--- src/rtl/mbist_pattern_seq.sv ---
// MBIST background-pattern sequencer: steps through each pattern and each address 0..DEPTH-1.
// Defining MBIST_PATSEQ_WALK_EN adds walking-one (6) and walking-zero (7) patterns.
module mbist_pattern_seq #(
    parameter int DATA_W = 8,
    parameter int DEPTH  = 16,
    parameter int ADDR_W = $clog2(DEPTH)
) (
    input  logic              clk,
    input  logic              rst,
    input  logic              start,
    input  logic              abort,
    input  logic              ready,
    output logic              valid,
    output logic [DATA_W-1:0] data_t,
    output logic [ADDR_W-1:0] addr,
    output logic [2:0]        pat_idx,
    output logic              busy,
    output logic              done
);

`ifdef MBIST_PATSEQ_WALK_EN
    localparam int NUM_PAT = 8;
    localparam int BP_W    = $clog2(DATA_W);
    localparam logic [BP_W-1:0] LAST_BP = BP_W'(DATA_W - 1);
`else
    localparam int NUM_PAT = 6;
`endif
    localparam int H = DATA_W / 2;
    localparam logic [ADDR_W-1:0] LAST_ADDR = ADDR_W'(DEPTH - 1);
    localparam logic [2:0]        LAST_PAT  = 3'(NUM_PAT - 1);

    typedef enum logic [1:0] {
        IDLE = 2'd0,
        RUN  = 2'd1,
        DONE = 2'd2
    } state_t;

    state_t state, state_nx;
    logic   xfer;
    logic   last_beat;

    // Handshake: a beat transfers on every cycle where valid && ready; while
    // valid is high and ready is low, addr, pat_idx and data_t hold steady.
    assign valid     = (state == RUN);
    assign busy      = (state == RUN);
    assign done      = (state == DONE);
    assign xfer      = valid && ready;
    assign last_beat = (addr == LAST_ADDR) && (pat_idx == LAST_PAT);

    always_ff @(posedge clk) begin
        if (rst) begin
            state <= IDLE;
        end else begin
            state <= state_nx;
        end
    end

    always_comb begin
        state_nx = state;
        case (state)
            IDLE:    if (start) state_nx = RUN;
            RUN:     if (xfer && last_beat) state_nx = DONE;
            DONE:    state_nx = IDLE;
            default: state_nx = IDLE;
        endcase
        if (abort) begin
            state_nx = IDLE;
        end
    end

    // Counters are cleared outside RUN so every sweep starts at pattern 0, addr 0.
    always_ff @(posedge clk) begin
        if (rst || abort || (state != RUN)) begin
            addr    <= '0;
            pat_idx <= '0;
        end else if (xfer) begin
            if (addr == LAST_ADDR) begin
                addr    <= '0;
                pat_idx <= (pat_idx == LAST_PAT) ? 3'd0 : pat_idx + 3'd1;
            end else begin
                addr <= addr + ADDR_W'(1);
            end
        end
    end

`ifdef MBIST_PATSEQ_WALK_EN
    // Walking-bit position tracks addr mod DATA_W without a divider.
    logic [BP_W-1:0] bit_pos;

    always_ff @(posedge clk) begin
        if (rst || abort || (state != RUN)) begin
            bit_pos <= '0;
        end else if (xfer) begin
            if ((addr == LAST_ADDR) || (bit_pos == LAST_BP)) begin
                bit_pos <= '0;
            end else begin
                bit_pos <= bit_pos + BP_W'(1);
            end
        end
    end
`endif

    always_comb begin
        data_t = '0;
        if (valid) begin
            for (int i = 0; i < DATA_W; i++) begin
                case (pat_idx)
                    3'd0:    data_t[i] = ((i % 2) == 1);
                    3'd1:    data_t[i] = ((i % 2) == 0);
                    3'd2:    data_t[i] = (i >= H);
                    3'd3:    data_t[i] = (i < H);
                    3'd4:    data_t[i] = 1'b0;
                    3'd5:    data_t[i] = 1'b1;
`ifdef MBIST_PATSEQ_WALK_EN
                    3'd6:    data_t[i] = (bit_pos == BP_W'(i));
                    3'd7:    data_t[i] = (bit_pos != BP_W'(i));
`endif
                    default: data_t[i] = 1'b0;
                endcase
            end
        end
    end

endmodule
--- config.mk ---
export PLATFORM = sky130hd
export DESIGN_NAME = mbist_pattern_seq
export DESIGN_NICKNAME = d
export VERILOG_FILES = /design/src/rtl/mbist_pattern_seq.sv
export SDC_FILE = /design/constraint.sdc
export NUM_CORES = 1
export LEC_CHECK = 0
export BUFFER_PORTS_ARGS = -buffer_cell sky130_fd_sc_hd__clkbuf_2
export CORE_AREA = 2 2 39 41
export DETAILED_ROUTE_END_ITERATION = 6
export DIE_AREA = 0 0 41 43
export PLACE_DENSITY = 0.73
export SYNTH_ARGS = -nofsm -noshare
export SYNTH_HDL_FRONTEND = slang
export SYNTH_SLANG_ARGS = --single-unit
--- constraint.sdc ---
create_clock -name clk -period 1.9 [get_ports clk]
set_clock_uncertainty 0.1 [all_clocks]
set_input_delay 0.095 -clock clk [delete_from_list [all_inputs] [get_ports clk]]
set_output_delay 0.095 -clock clk [all_outputs]
set_load 0.01 [all_outputs]
==> results of run 1 <==
==> metal layers <==
layer	track usage	vias to the layer above	wire [µm]
met5	0	-	0
met4	0.100	0	31
met3	0.0314	5	87
met2	0.231	27	500
met1	0.150	248	469
li1	-	273	-
==> repair_timing <==
action,in CTS,in global routing
hold buffers,2,0
endpoints found under the hold margin,2,0
buffers inserted,0,0
gates resized for setup,0,0
==> how the worst min path moves through the flow <==
stage / from / end
after global placement: start / state[0]
after global routing: rst / state[0]
final: rst / state[0]
after CTS: rst / state[0]
after floorplan: start / state[0]
after detailed placement: start / state[0]
==> metrics by stage <==
stage                     worst slack (ns)   util
after CTS                            0.214  0.477
after global placement               0.251  0.444
after detailed placement             0.222  0.444
after floorplan                      0.275      -
final                                0.227  0.477
after global routing                 0.103  0.477
==> Yosys cell counts (2+ instances only) <==
master,count,share of area
dfxtp_1,9,0.34
a21oi_1,7,0.067
nor2_1,6,0.043
buf_4,5,0.071
o21ai_0,5,0.047
inv_1,4,0.028
nand2_1,4,0.028
ha_1,2,0.047
nand3_1,2,0.019
nand3b_1,2,0.028
nor4_1,2,0.024
or3_1,2,0.024
or4b_1,2,0.038
xor2_1,2,0.033
==> state kept, by name, indices dropped and copies added, names as in the netlist <==
name     cells
pat_idx      3
addr         4
state        2
==> logic make-up (layout without fill, tap and decap cells) <==
family	count (synthesis)	count (layout)
AO/OA/AOI/OAI	15	15
XOR/XNOR	2	2
buffers and inverters	10	32
AND/OR/NAND/NOR	28	28
flip-flops	9	9
adder cells (fa/ha/maj)	2	2
==> area by class of cell <==
| type | count | share of cell area |
|---|---|---|
| multi-input cells | 47 | 0.437 |
| repair buffers | 24 | 0.197 |
| well taps | 16 | 0.0303 |
| flip-flops and latches | 9 | 0.273 |
| inverters | 4 | 0.0227 |
| clock buffers | 4 | 0.0398 |
==> power by group through the flow <==
| stage | clock network [W] | registers [W] | logic, W |
|---|---|---|---|
| after floorplan | 0 | 0.000196 | 0.0000189 |
| after global placement | 0 | 0.000196 | 0.0000265 |
| after global routing | 0.000164 | 0.000192 | 0.0000339 |
| final | 0.000152 | 0.000192 | 0.0000306 |
| after detailed placement | 0 | 0.000196 | 0.0000271 |
| after CTS | 0.000154 | 0.000192 | 0.0000303 |
==> critical path: stages, from the launching register on <==
cell and delay [ns]:
dfxtp_1 0.47, and2_1 0.17, ha_1 0.22, or4b_1 0.51, a21oi_1 0.14
==> out/qor.csv, run 1 <==
stage,metric,value,unit
die,core area,0.00138,mm²
setup_path,worst r2r dst,pat_idx[2],
power,Seq pwr share,0.512,
die,die area,0.00176,mm²
setup_path,Critical Path AT,1.77,ns
power,overall power,0.000374,W
yosys,adder-cell share of the synthesized area,0.0475,
setup_path,Worst setup EP type,flip-flop,
finish,most frequent cells in the layout,"clkbuf_2 (22), dfxtp_1 (9), a21oi_1 (7)",
yosys,Yosys reg bits,9,
yosys,mean post-synth cell area,7.98,µm²
yosys,largest family of logic cells by synthesized area,simple AND/OR/NAND/NOR gates,
drt,DRC,0,
setup_path,crit path launch type,flip-flop,
timing,setup violators final,0,
timing,final hold vios,0,
drt,first drt pass iteration count,4,
setup_path,Worst Setup SP,pat_idx[0],
worst_hold_path,Hold Crit Depth,4,
setup_path,worst r2r path cells,4,
clock_tree,CTS tree,built,
yosys,post-synthesis mux area share,0,
global_routing,initial antenna violation count,0,
setup_path,worst reg2reg setup slack,0.23,ns
setup_path,critical path required time,2.00,ns
finish,nets,96,
drt,vias per inst,5.32,
drt,final WL,1.09,mm
timing,Setup TNS Final,0,ns
global_routing,largest net degree at the start of global routing,11,
outcome,run status,"complete, no violations",
finish,final std cells w/o fill,104,
die,I/O pins,23,
clock_tree,Num CTS Buffers,3,
finish,final instance area,661,µm²
die,Die Wd,41,µm
drt,wire per inst,10.5,µm
yosys,Post-synth EDFFs,0,
finish,fillers,141,
die,Core Rows,14,
finish,Area Growth Syn to Fin,25.4,%
yosys,Compound-Gate Fraction of Synth Area,0.159,
clock_tree,clock root cell,clkbuf_4,
setup_path,CP endpoint,pat_idx[2],
yosys,async set or reset register ratio after synthesis,0,
timing,crit share post-route,0.880,
power,Max VDD drop,0.000220,V
place,Placed Area,614,µm²
clock_tree,Clock Tree Buf Depth,2,
timing,RSZ-0062 raised after global routing,no,
finish,Storage cell area,180,µm²
setup_path,CP Max Fanout,10,
power,clock share of power,0.406,
yosys,Syn Inst Count,66,
clock_tree,worst skew pair latency,0.26,ns
yosys,cell area after synthesis,527,µm²
power,Pleak,0.279,nW
flow_run,Max-Cap Viols,0,
timing,Worst Tran Pin Value,0.275,ns
die,starting density of the core,0.381,
clock_tree,H-Tree Depth,1,
power,sw frac,0.236,
yosys,simple-gate share of the synthesized area,0.309,
setup_path,RR Startpoint,pat_idx[0],
yosys,Synth warnings,0,
worst_hold_path,Hold Path Class,in -> reg,
finish,"most common cell after layout, fill and taps aside",clkbuf_2,
timing,hold_ws,0.0150,ns
timing,fin crit period,1.67,ns
timing,Rel. slew slack,0.816,
setup_path,Crit Path Category,reg -> reg,
die,chip height,43,µm
yosys,commonest register cell after synthesis,dfxtp_1,
finish,# diodes,0,
global_routing,first-pass GRT wire length,1.69,mm
drt,DRT antenna net count,0,
place,Buffers on Ports,22,
timing,Slew Limit Fails,0,
clock_tree,"CTS clk-pin slew, worst paths",0.06,ns
clock_tree,Clock Sinks,9,
drt,vias post-DR,553,
finish,footprint of the multi-input gates,289,µm²
power,Power Density,567,mW/mm²
power,logic gate share of total power,0.082,
drt,initial drt markers,9,
yosys,post-synthesis net count,73,
power,Int Power,0.000286,W
place,Post-Place Cells,98,
yosys,xor-xnor portion of the synthesized cell area,0.0333,
place,hpwl dp,805,µm
global_routing,vias in the first global route,449,
power,Psw,0.0000883,W
yosys,Netlist cell types,26,
timing,fmax,598,MHz
yosys,post-synthesis sequential area ratio,0.342,
finish,share of layout cells above drive strength 1,0.295,
place,gpl congestion,0.715,
global_routing,gr ovfl total,0,
global_routing,GRT Util Overall,0.142,
Power figures use the tool's default switching activity.
==> run 2: changes to the inputs <==
==> constraint.sdc (replaced) <==
create_clock -name clk -period 1.7 [get_ports clk]
set_clock_uncertainty 0.1 [all_clocks]
set_input_delay 0.085 -clock clk [delete_from_list [all_inputs] [get_ports clk]]
set_output_delay 0.085 -clock clk [all_outputs]
set_load 0.01 [all_outputs]
==> out/qor.csv, run 2 (same netlist as run 1, synthesis figures left out) <==
stage,metric,value,unit,change
outcome,run status,"complete, no violations",,unchanged
setup_path,critical-path cell list,"buf_4, or2_2, a21oi_2, o21a_1, clkbuf_2",,"was and2_1, ha_1, or4b_1, a21oi_1"
finish,footprint of the multi-input gates,293,µm²,was 289 µm²
die,die area,0.00176,mm²,unchanged
clock_tree,H-Tree Depth,1,,unchanged
setup_path,critical path required time,1.51,ns,was 2.00 ns
global_routing,initial antenna violation count,0,,unchanged
die,Core Rows,14,,unchanged
setup_path,Crit Path Category,reg -> out,,was reg -> reg
power,overall power,0.000415,W,was 0.000374 W
finish,nets,100,,was 96
worst_hold_path,Hold Path Class,in -> reg,,unchanged
die,Die Wd,41,µm,unchanged
clock_tree,Clock Sinks,9,,unchanged
place,Buffers on Ports,22,,unchanged
setup_path,Critical Path AT,1.43,ns,was 1.77 ns
timing,fin crit period,1.62,ns,
clock_tree,CTS tree,built,,unchanged
timing,final hold vios,0,,unchanged
power,Power Density,597,mW/mm²,was 567 mW/mm²
setup_path,"Slowest-stage cell, CP",or2_2,,was or4b_1
drt,wire per inst,9.77,µm,was 10.5 µm
finish,"most common cell after layout, fill and taps aside",clkbuf_2,,unchanged
power,Max VDD drop,0.000289,V,was 0.000220 V
finish,fillers,152,,was 141
drt,vias per inst,5.15,,was 5.32
timing,Rel. slew slack,0.841,,was 0.816
setup_path,Worst setup EP type,output pin,,was flip-flop
drt,vias post-DR,556,,was 553
drt,final WL,1.06,mm,was 1.09 mm
setup_path,worst reg2reg setup slack,0.18,ns,was 0.23 ns
clock_tree,clock root cell,clkbuf_4,,unchanged
die,starting density of the core,0.381,,unchanged
place,pre-CTS setup slack,0.119,ns,was 0.222 ns
finish,Storage cell area,181,µm²,was 180 µm²
global_routing,first-pass GRT wire length,1.84,mm,was 1.69 mm
place,gpl congestion,0.722,,was 0.715
setup_path,RR Startpoint,pat_idx[0],,unchanged
setup_path,worst r2r dst,pat_idx[2],,unchanged
setup_path,CP Max Fanout,9,,was 10
place,hpwl dp,824,µm,was 805 µm
timing,post-route setup slack,0.0840,ns,was 0.227 ns
drt,initial drt markers,8,,was 9
power,Pleak,0.300,nW,was 0.279 nW
clock_tree,Num CTS Buffers,3,,unchanged
setup_path,Worst Setup SP,pat_idx[0],,unchanged
setup_path,worst r2r path cells,4,,unchanged
clock_tree,worst skew pair latency,0.26,ns,about the same
timing,fmax,619,MHz,
clock_tree,Clock Tree Buf Depth,2,,unchanged
die,I/O pins,23,,unchanged
timing,setup violators final,0,,unchanged
timing,crit share post-route,0.951,,
timing,Slew Limit Fails,0,,unchanged
finish,Largest regs,"addr (4), pat_idx (3), state (2)",,unchanged
flow_run,Max-Cap Viols,0,,unchanged
clock_tree,setup bufs post-CTS,0,,unchanged
finish,"Most flops, register",addr,,unchanged
finish,most frequent cells in the layout,"clkbuf_2 (22), dfxtp_1 (8), nor2_1 (6), a21oi_1 (6), o21ai_0 (5)",,"was clkbuf_2 (22), dfxtp_1 (9), a21oi_1 (7)"
clock_tree,"CTS clk-pin slew, worst paths",0.06,ns,about the same
finish,# diodes,0,,unchanged
setup_path,CP endpoint,data_t[1],,was pat_idx[2]
drt,DRT antenna net count,0,,unchanged
die,chip height,43,µm,unchanged
global_routing,largest net degree at the start of global routing,10,,was 11
global_routing,vias in the first global route,490,,was 449
setup_path,CP max stage delay,0.32,ns,was 0.51 ns
finish,fin util,0.503,,was 0.477
global_routing,GRT Util Overall,0.151,,was 0.142
timing,Worst Tran Pin Value,0.236,ns,was 0.275 ns
drt,DRC,0,,unchanged
finish,max reg flops,4,,unchanged
global_routing,gr ovfl total,0,,unchanged
finish,Area Growth Syn to Fin,32.1,%,was 25.4%
drt,first drt pass iteration count,2,,was 4
setup_path,crit path launch type,flip-flop,,unchanged
die,core area,0.00138,mm²,unchanged
finish,share of layout cells above drive strength 1,0.348,,was 0.295
-- run 2: changes by cell type in the layout (fill, tap and decap cells not counted) --
cell     delta
a21oi_1     -1
a21oi_2     +1
buf_4       +4
dfxtp_1     -1
dfxtp_2     +1
-- run 2: layer usage --
layer,vias up,wire length [µm],part of all wire,GRT usage
met3,5,83,0.079,0.0314
met4,0,31,0.029,0.100
li1,279,-,-,-
met5,-,0,0,0
met1,249,434,0.41,0.170
met2,23,506,0.48,0.241
-- run 2: final cells by class --
class,count,share of cell area
clock buffer,4,0.0378
multi-input combinational,47,0.421
timing repair buffer,28,0.230
inverter,4,0.0216
tap,16,0.0288
sequential,9,0.261
-- run 2: metrics by stage --
stage	cells	hold WS [ns]	setup TNS, ns	instance area, µm²
floorplan	66	0.0936	0	527
global placement	102	0.187	0	644
detailed placement	102	0.188	0	644
CTS	108	0.0154	0	691
global route	108	0.0589	-0.00159	696
finish	108	0.00917	0	696
-- run 2: report_power, final --
group          switching, W  internal (W)  total [W]
Combinational     0.0000173     0.0000171  0.0000344
Sequential       0.00000175      0.000212   0.000214
Clock             0.0000761     0.0000906   0.000167
Total             0.0000951      0.000320   0.000415
-- run 2: critical path: cells and delay by family (launching register included) --
family                 cells  cell delay (ns)
AO/OA/AOI/OAI              2             0.26
flip-flops                 1             0.30
AND/OR/NAND/NOR            1             0.32
buffers and inverters      2             0.28
-- run 2: how the worst min path moves through the flow --
stage | from | to | slack, ns | depth (start not counted)
floorplan | start | state[0] | 0.09 | 2
global placement | start | state[0] | 0.19 | 3
detailed placement | start | state[0] | 0.19 | 3
CTS | rst | state[0] | 0.02 | 4
global route | rst | state[0] | 0.06 | 4
finish | rst | state[0] | 0.009 | 4
-- run 2: timing repair --
item                                    4_1_cts  5_1_grt
hold buffers                                  2        0
endpoints found under the hold margin         2        0
endpoints found under the setup margin        0        3
gates resized for setup                       0        2
